[src/rtl/pll_ctl_pkg.sv]
// Shared definitions for the PLL control blocks: state encoding,
// statistics saturation value and the cycle-counter sizing helper.
package pll_ctl_pkg;

    localparam logic [1:0] ST_RESET_PLL = 2'd0;
    localparam logic [1:0] ST_WAIT_LOCK = 2'd1;
    localparam logic [1:0] ST_STABILIZE = 2'd2;
    localparam logic [1:0] ST_RUN       = 2'd3;

    typedef enum logic [1:0] {
        RESET_PLL = ST_RESET_PLL,
        WAIT_LOCK = ST_WAIT_LOCK,
        STABILIZE = ST_STABILIZE,
        RUN       = ST_RUN
    } pll_state_t;

    localparam logic [7:0] STAT_MAX = 8'hFF;

    // Width of a counter that must reach (largest parameter - 1); never below 1 bit.
    function automatic int counter_width(input int a, input int b, input int c);
        int m;
        m = a;
        if (b > m) m = b;
        if (c > m) m = c;
        return (m <= 1) ? 1 : $clog2(m);
    endfunction

endpackage

[src/rtl/sync2.sv]
// Two-flop synchronizer for asynchronous status inputs; q lags d by two edges.
module sync2 #(
    parameter int WIDTH = 1
) (
    input  logic             clock,
    input  logic             rst,
    input  logic [WIDTH-1:0] d,
    output logic [WIDTH-1:0] q
);

    logic [WIDTH-1:0] meta;

    // First flop may go metastable; second flop gives it a full cycle to settle.
    always_ff @(posedge clock) begin
        if (rst) begin
            meta <= '0;
            q    <= '0;
        end else begin
            meta <= d;
            q    <= meta;
        end
    end

endmodule

[src/rtl/pll_lock_monitor.sv]
// Sequences the PLL reset, waits for a stable lock and only then releases
// the reset of the logic running from the PLL outputs. Counts lock losses
// and lock timeouts for diagnostics.
module pll_lock_monitor
    import pll_ctl_pkg::*;
#(
    parameter int ARESET_CYCLES = 4,
    parameter int LOCK_TIMEOUT  = 1024,
    parameter int STABLE_CYCLES = 256
) (
    input  logic       clock,
    input  logic       rst,
    input  logic       locked,
    input  logic       force_relock,
    output logic       pll_areset,
    output logic       sys_rst,
    output logic       ready,
    output logic [7:0] lost_lock_count,
    output logic [7:0] timeout_count
);

    localparam int CW = counter_width(ARESET_CYCLES, LOCK_TIMEOUT, STABLE_CYCLES);

    localparam logic [CW-1:0] ARESET_LAST  = CW'(ARESET_CYCLES - 1);
    localparam logic [CW-1:0] TIMEOUT_LAST = CW'(LOCK_TIMEOUT - 1);
    localparam logic [CW-1:0] STABLE_LAST  = CW'(STABLE_CYCLES - 1);

    pll_state_t    state;
    pll_state_t    next_state;
    logic [CW-1:0] counter;
    logic          locked_s;
    logic          timeout_hit;
    logic          lock_lost;

    sync2 #(.WIDTH(1)) u_lock_sync (
        .clock (clock),
        .rst   (rst),
        .d     (locked),
        .q     (locked_s)
    );

    // State register.
    always_ff @(posedge clock) begin
        if (rst) state <= RESET_PLL;
        else     state <= next_state;
    end

    // Shared cycle counter; a forced relock restarts it so a relock requested
    // during RESET_PLL still produces a full-length PLL reset pulse.
    always_ff @(posedge clock) begin
        if (rst)                                    counter <= '0;
        else if (force_relock || next_state != state) counter <= '0;
        else                                        counter <= counter + CW'(1);
    end

    // Saturating diagnostic counters.
    always_ff @(posedge clock) begin
        if (rst) begin
            lost_lock_count <= '0;
            timeout_count   <= '0;
        end else begin
            if (lock_lost && lost_lock_count != STAT_MAX)
                lost_lock_count <= lost_lock_count + 8'd1;
            if (timeout_hit && timeout_count != STAT_MAX)
                timeout_count <= timeout_count + 8'd1;
        end
    end

    // Next-state logic; a forced relock overrides every other transition but
    // a coincident lock loss in RUN is still counted.
    always_comb begin
        next_state  = state;
        timeout_hit = 1'b0;
        lock_lost   = 1'b0;
        case (state)
            RESET_PLL: begin
                if (counter == ARESET_LAST) next_state = WAIT_LOCK;
            end
            WAIT_LOCK: begin
                if (locked_s) begin
                    next_state = STABILIZE;
                end else if (counter == TIMEOUT_LAST) begin
                    next_state  = RESET_PLL;
                    timeout_hit = 1'b1;
                end
            end
            STABILIZE: begin
                if (!locked_s)                   next_state = WAIT_LOCK;
                else if (counter == STABLE_LAST) next_state = RUN;
            end
            RUN: begin
                if (!locked_s) begin
                    next_state = WAIT_LOCK;
                    lock_lost  = 1'b1;
                end
            end
            default: next_state = RESET_PLL;
        endcase
        if (force_relock) begin
            next_state  = RESET_PLL;
            timeout_hit = 1'b0;
        end
    end

    // Moore outputs decoded straight from the state register.
    always_comb begin
        pll_areset = (state == RESET_PLL);
        sys_rst    = (state != RUN);
        ready      = (state == RUN);
    end

endmodule

[config.mk]
export PLATFORM = sky130hd
export DESIGN_NAME = pll_lock_monitor
export DESIGN_NICKNAME = d
export VERILOG_FILES = /design/src/rtl/pll_ctl_pkg.sv /design/src/rtl/sync2.sv /design/src/rtl/pll_lock_monitor.sv
export SDC_FILE = /design/constraint.sdc
export NUM_CORES = 1
export LEC_CHECK = 0
export BUFFER_PORTS_ARGS = -buffer_cell sky130_fd_sc_hd__buf_4
export CORE_AREA = 2 2 61 63
export CTS_CLUSTER_DIAMETER = 30
export CTS_CLUSTER_SIZE = 40
export DETAILED_ROUTE_END_ITERATION = 10
export DIE_AREA = 0 0 63 65
export HOLD_SLACK_MARGIN = 0.12
export PLACE_DENSITY = 0.63
export SETUP_SLACK_MARGIN = 0.2
export SYNTH_ARGS = -nofsm -noshare
export SYNTH_HDL_FRONTEND = slang
export SYNTH_HIERARCHICAL = 1
export SYNTH_SLANG_ARGS = --single-unit
[constraint.sdc]
create_clock -name clock -period 1.9 [get_ports clock]
set_input_delay 0.38 -clock clock [delete_from_list [all_inputs] [get_ports clock]]
set_output_delay 0.38 -clock clock [all_outputs]
set_load 0.005 [all_outputs]
==> impl_results.md, run 1 <==
- Synth Net Count: 156
- Predominant post-synthesis flop cell: dfxtp_1
- First-iteration detailed-routing DRC count: 41
- Slew @ Worst Pin: 645 ps
- Worst Path Required: 2110 ps
- Pre-CTS WS: 27.2 ps
- Number of remaining DRC errors: 0
- Clk Tree Root Cell: clkbuf_4
- Die height: 65 um
- Max incr delay on CP: 460 ps
- Finished Core Util: 51.8%
- CTS buffer count: 5
- Routed WL: 2.84 mm
- # fillers: 341
- CP Buf/Inv Count: 0
- Synth cell count leaders: dfxtp_1, nor2_1, xor2_1, nand3_1, and3_1
- GRT Total Usage: 15.4%
- Critical Path Sink Type: flip-flop
- Leak: 0.734 nW
- Worst slew margin: 56.9%
- Initial antenna violation count: 0
- CORE AREA: 3500 sq um
- Via count: 1164
- I/O Pins: 23
- Area after DPL: 1630 sq um
- Post-route ant nets: 0
- Synthesized cell area: 1380 sq um
- Final instance area: 1810 sq um
- WP data arrival: 2040 ps
- Sequential share of the synthesized area: 43.6%
- RSZ-0062 raised after global routing: true
- Yosys top cell area share: 43.6%
- Slew Viols, Final: 0
- R2R Setup Slk: 70 ps
- Router iterations before antenna repair: 4
- Period utilization: 96.3%
- Cells after synthesis: 149
- Critical path fanouts, max: 5
- Synth area leaders: dfxtp_1, xor2_1, nor2_1, xnor2_1, and3_1
- Fraction of registers with async set/reset: 0%
- Min-Delay Endpoint: state[1]$_SDFF_PP0_
- Placed cells: 217
- Cell with the most instances after synthesis: dfxtp_1
- I/O Buffers: 22
- Synth Register Bits: 30
- Clock latency on the worst-skew pair: 330 ps
- Number of antenna diodes: 0
- Power per cell area: 595 nW/um^2
- Post-CTS Hold Buffers: 0
- EDFF count, synth: 0
- Reg2Reg Depth: 6
- First-pass GRT wire length: 4.91 mm
- HPWL after DPL: 1.82 mm
- FP Rows: 22
- CTS tree: done
- Routed WL per cell: 12.2 um
- Nature of the critical path startpoint: flip-flop
- Synth Warn #: 6
- Final Hold Fails: 0
- Mapped Avg Cell Area: 9.25 sq um
- Layout area overhead: 31.3%
- Gpl congestion: 0.795
- Cell taking the most area after synthesis: dfxtp_1
- Hold depth: 2
- Clk_skew: 15.3 ps
- Final worst slack: 69.9 ps
- Max-cap violations: 0
- Final std cells w/o fill: 233
- Worst hold path class: in2reg
- Die X-Extent: 63 um
- Slowest-stage cell, CP: or4b_4
- Sum Neg Setup Slack: 0 ps
- Vias in the first global route: 1100
- Min-delay src: force_relock
- Die area: 4100 sq um
- Fraction of layout cells with a size suffix above 1: 29.7%
- Reg-to-Reg End: counter[1]$_SDFF_PP0_
- Largest net degree at the start of global routing: 23
- Clock Sinks: 30
- # setup viols final: 0
- NumNets Final: 191
- Reg2reg start: counter[0]$_SDFF_PP0_
- Setup Crit Path Kind: reg2reg
- Worst path cell trace: ha_4 > or4b_4 > o31ai_4 > o2111ai_4 > a21oi_4 > nor2b_1
- Status: completed
- Initial Util: 39.4%
- Crit path max-delay family: compound AO/OA/AOI/OAI gates
- Via/cell ratio: 5.00
- Final global-route overflow total: 0
- Synth cell types: 33
- Reg clk slew, reported paths: 90 ps
- Fmax: 546 MHz
- Clock buffer depth: 2
- Peak VDD IR: 0.289 mV
- CTS H-tree lvls: 2
- Tmin final: 1830 ps
per-stage QoR:
step | power, mW | hold WS, ps
global placement | 0.680 | 422
floorplan | 0.670 | 414
CTS | 1.09 | 239
global route | 1.14 | 243
detailed placement | 0.681 | 429
finish | 1.08 | 261
cell families after synthesis:
group,Yosys count,share of synthesized area (%)
multiplexers,1,0.726
flip-flops,30,43.6
AND/OR/NAND/NOR,79,30.9
XOR/XNOR,22,14.0
AO/OA/AOI/OAI,8,6.44
adder cells (fa/ha/maj),3,2.72
buffers and inverters,6,1.72
power by group:
group	switching (mW)	internal (mW)
logic	0.0208	0.0178
registers	0.00505	0.633
clock network	0.223	0.178
final cells by class:
type                    count  area (sq um)  share of cell area, %
clock buffers               6          51.3                   2.83
clock inverters             2          12.5                  0.691
inverters                   2          7.51                  0.415
multi-input cells         115           846                   46.7
flip-flops and latches     30           604                   33.4
well taps                  48          60.1                   3.32
repair buffers             30           229                   12.6
timing repair:
action,4_1_cts,5_1_grt
pin swaps,7,9
setup endpoints to repair,15,23
resized for setup,5,7
setup buffers,5,1
cloned,1,1
sequential cells by signal (all words and copies together), names as in the netlist:
register	count
timeout_count	8
state	2
u_lock_sync/meta	1
lost_lock_count	8
counter	10
u_lock_sync/q	1
metal layers:
| layer | GRT usage (%) | wire length (um) | share of wire (%) |
|---|---|---|---|
| met1 | 17.7 | 1330 | 47 |
| met2 | 24.7 | 1330 | 47 |
| met3 | 6.08 | 141 | 5.0 |
| met4 | 8.06 | 31 | 1.1 |
| met5 | 0 | 0 | 0 |
cells in the final DEF (no fill, tap or decap), types with 2 or more instances in the layout:
cell,Yosys,layout
nor3_1,2,2
inv_1,2,2
and4_1,5,4
nand2_1,6,6
buf_4,0,29
xor2_1,15,15
xnor2_1,7,7
and2_1,5,5
clkbuf_4,0,5
dfxtp_1,30,27
nor2_1,26,26
and3_1,8,7
dfxtp_2,0,3
a21oi_4,1,2
nor2b_1,4,4
nand3_1,10,10
nand4_1,5,5
worst reg2reg max path: cells and delay by family, from the launching register on:
family          cells  cell delay, ps
flops               1             360
simple gates        2             530
fa+ha+maj           1             130
compound gates      3             700
worst max path at each step:
stage	startpoint	endpoint	slack (ps)	cells past startpoint
after global placement	counter[0]$_SDFF_PP0_	counter[1]$_SDFF_PP0_	70	6
after global routing	counter[0]$_SDFF_PP0_	counter[1]$_SDFF_PP0_	-10	6
after CTS	counter[0]$_SDFF_PP0_	counter[1]$_SDFF_PP0_	60	6
after detailed placement	counter[0]$_SDFF_PP0_	counter[1]$_SDFF_PP0_	30	6
after floorplan	counter[0]$_SDFF_PP0_	counter[1]$_SDFF_PP0_	160	6
final	counter[0]$_SDFF_PP0_	counter[1]$_SDFF_PP0_	70	6
(Power assumes the default switching activity.)
==> run 2, diff against run 1 <==
Clock period 1.9 ns to 1.59 ns, I/O delays scaled along.
==> run 2 against run 1 <==
Effect of this change:
- the flow now finishes with violations (setup timing)
- sequential power rose by 19%
- non-clock buffer count grew 34
- via count rose by 15%
- setup slack worse by 270 ps
- final cell count up 14%
- worst hold slack worse by 93 ps
- global-route usage rose by 3.2 points
- critical path type unchanged
- critical endpoint unchanged
- largest power group unchanged
==> impl_results.md, run 2 (synthesized netlist as in run 1, its figures left out) <==
- HPWL after DPL: 2.25 mm
- Slew Viols, Final: 0
- Post-route ant nets: 0
- CTS buffer count: 5
- Largest regs: counter x10, lost_lock_count x8, timeout_count x8
- Initial Util: 39.4%
- I/O Pins: 23
- Gpl congestion: 0.753
- Largest Register: counter
- Peak VDD IR: 0.354 mV
- Slew @ Worst Pin: 320 ps
- Reg clk slew, reported paths: 90 ps
- Commonest non-fill, non-tap cells in the layout: buf_4, nor2_1, dfxtp_1, xor2_1, buf_6
- Tot Pwr: 1.22 mW
- Via count: 1337
- Failing checks: setup timing
- Nature of the critical path startpoint: flip-flop
- Clock Sinks: 30
- Setup crit start: counter[1]$_SDFF_PP0_
- Die area: 4100 sq um
- Clock buffer depth: 2
- Fmax: 559 MHz
- CORE AREA: 3500 sq um
- Final Hold Fails: 0
- Multi-input gate area: 941 sq um
- Critical path fanouts, max: 5
- Period utilization: 112%
- Initial antenna violation count: 0
- Number of remaining DRC errors: 0
- Via/cell ratio: 5.05
- NumNets Final: 224
- Routed WL per cell: 13.1 um
- FP Rows: 22
- Max-cap violations: 0
- Largest net degree at the start of global routing: 19
- Status: finished with violations
- First-iteration detailed-routing DRC count: 60
- I/O Buffers: 22
- CTS H-tree lvls: 2
- Fraction of layout cells with a size suffix above 1: 47.9%
- RSZ-0062 raised after global routing: true
- Finished Core Util: 62.7%
- Largest register FFs: 10
- Reg2reg start: counter[1]$_SDFF_PP0_
- Worst hold path class: in2reg
- Worst slew margin: 78.6%
- Leak: 0.914 nW
- Final global-route overflow total: 0
- Worst Path Required: 1800 ps
- Vias in the first global route: 1346
- Layout area overhead: 59.0%
- Power per cell area: 555 nW/um^2
- # setup viols final: 14
- Die height: 65 um
- Clock latency on the worst-skew pair: 330 ps
- Routed WL: 3.47 mm
- Tmin final: 1790 ps
- Number of antenna diodes: 0
- GRT Total Usage: 18.6%
- Critical Path Sink Type: flip-flop
- CTS tree: done
- WP data arrival: 2000 ps
- Clk Tree Root Cell: clkbuf_4
- Min-delay src: rst
- Die X-Extent: 63 um
- First-pass GRT wire length: 6.02 mm
- Setup Crit Path Kind: reg2reg
- Final worst slack: -198 ps
- Commonest non-fill, non-tap cell in the layout: buf_4
- Clk_skew: 7.56 ps
- FF+latch area: 613 sq um
- # fillers: 305
- Router iterations before antenna repair: 4
-- run 2: cell type report --
cell class / instances / area share, %
multi-input combinational: 114 / 42.9
tap: 48 / 2.74
timing repair buffer: 64 / 24.0
sequential: 30 / 28.0
clock buffer: 7 / 2.05
inverter: 2 / 0.342
-- run 2: final timing paths --
check                                           endpoint  slack [ps]  cells after the start
worst max-delay path               counter[1]$_SDFF_PP0_        -200                      6
worst max register to register     counter[1]$_SDFF_PP0_        -200                      6
worst min-delay path                 state[0]$_SDFF_PP0_         170                      2
worst min register to register  u_lock_sync/q$_SDFF_PP0_         450                      1
-- run 2: power by group --
group | leakage [nW] | switching [mW] | internal [mW]
logic | 0.643 | 0.0278 | 0.0250
registers | 0.246 | 0.00373 | 0.753
clock network | 0.0254 | 0.241 | 0.166
-- run 2: repair_timing --
| action | 4_1_cts | 5_1_grt |
|---|---|---|
| gates cloned | 2 | 0 |
| resized for setup | 21 | 24 |
| setup endpoints to repair | 30 | 29 |
| setup buffers | 7 | 5 |
| pin swaps | 14 | 26 |
| hold buffers | 0 | 0 |
-- run 2: worst max-delay path: stages (launching register included) --
cell and delay, ps:
dfxtp_2 350, ha_4 130, or4b_4 460, o31ai_4 220
o2111ai_4 200, a21oi_4 250, nor2b_1 70
-- run 2: through the flow --
| stage | setup WS [ps] | instances | TNS (ps) | instance area [sq um] | hold slack [ps] |
|---|---|---|---|---|---|
| 3_5_place_dp | -259 | 244 | -2490 | 1850 | 439 |
| 4_1_cts | -222 | 260 | -2390 | 2050 | 162 |
| 6_report | -198 | 265 | -2030 | 2190 | 169 |
| 2_1_floorplan | -152 | 149 | -1380 | 1420 | 390 |
| 5_1_grt | -278 | 265 | -3530 | 2190 | 163 |
| 3_3_place_gp | -235 | 244 | -2190 | 1850 | 429 |
-- run 2: per-layer routing --
layer / GRT usage [%] / wire (um) / vias to the layer above
li1: - / - / 659
met1: 21.6 / 1520 / 631
met2: 32.4 / 1730 / 38
met3: 5.03 / 154 / 9
met4: 7.50 / 69 / 0
met5: 0 / 0 / -
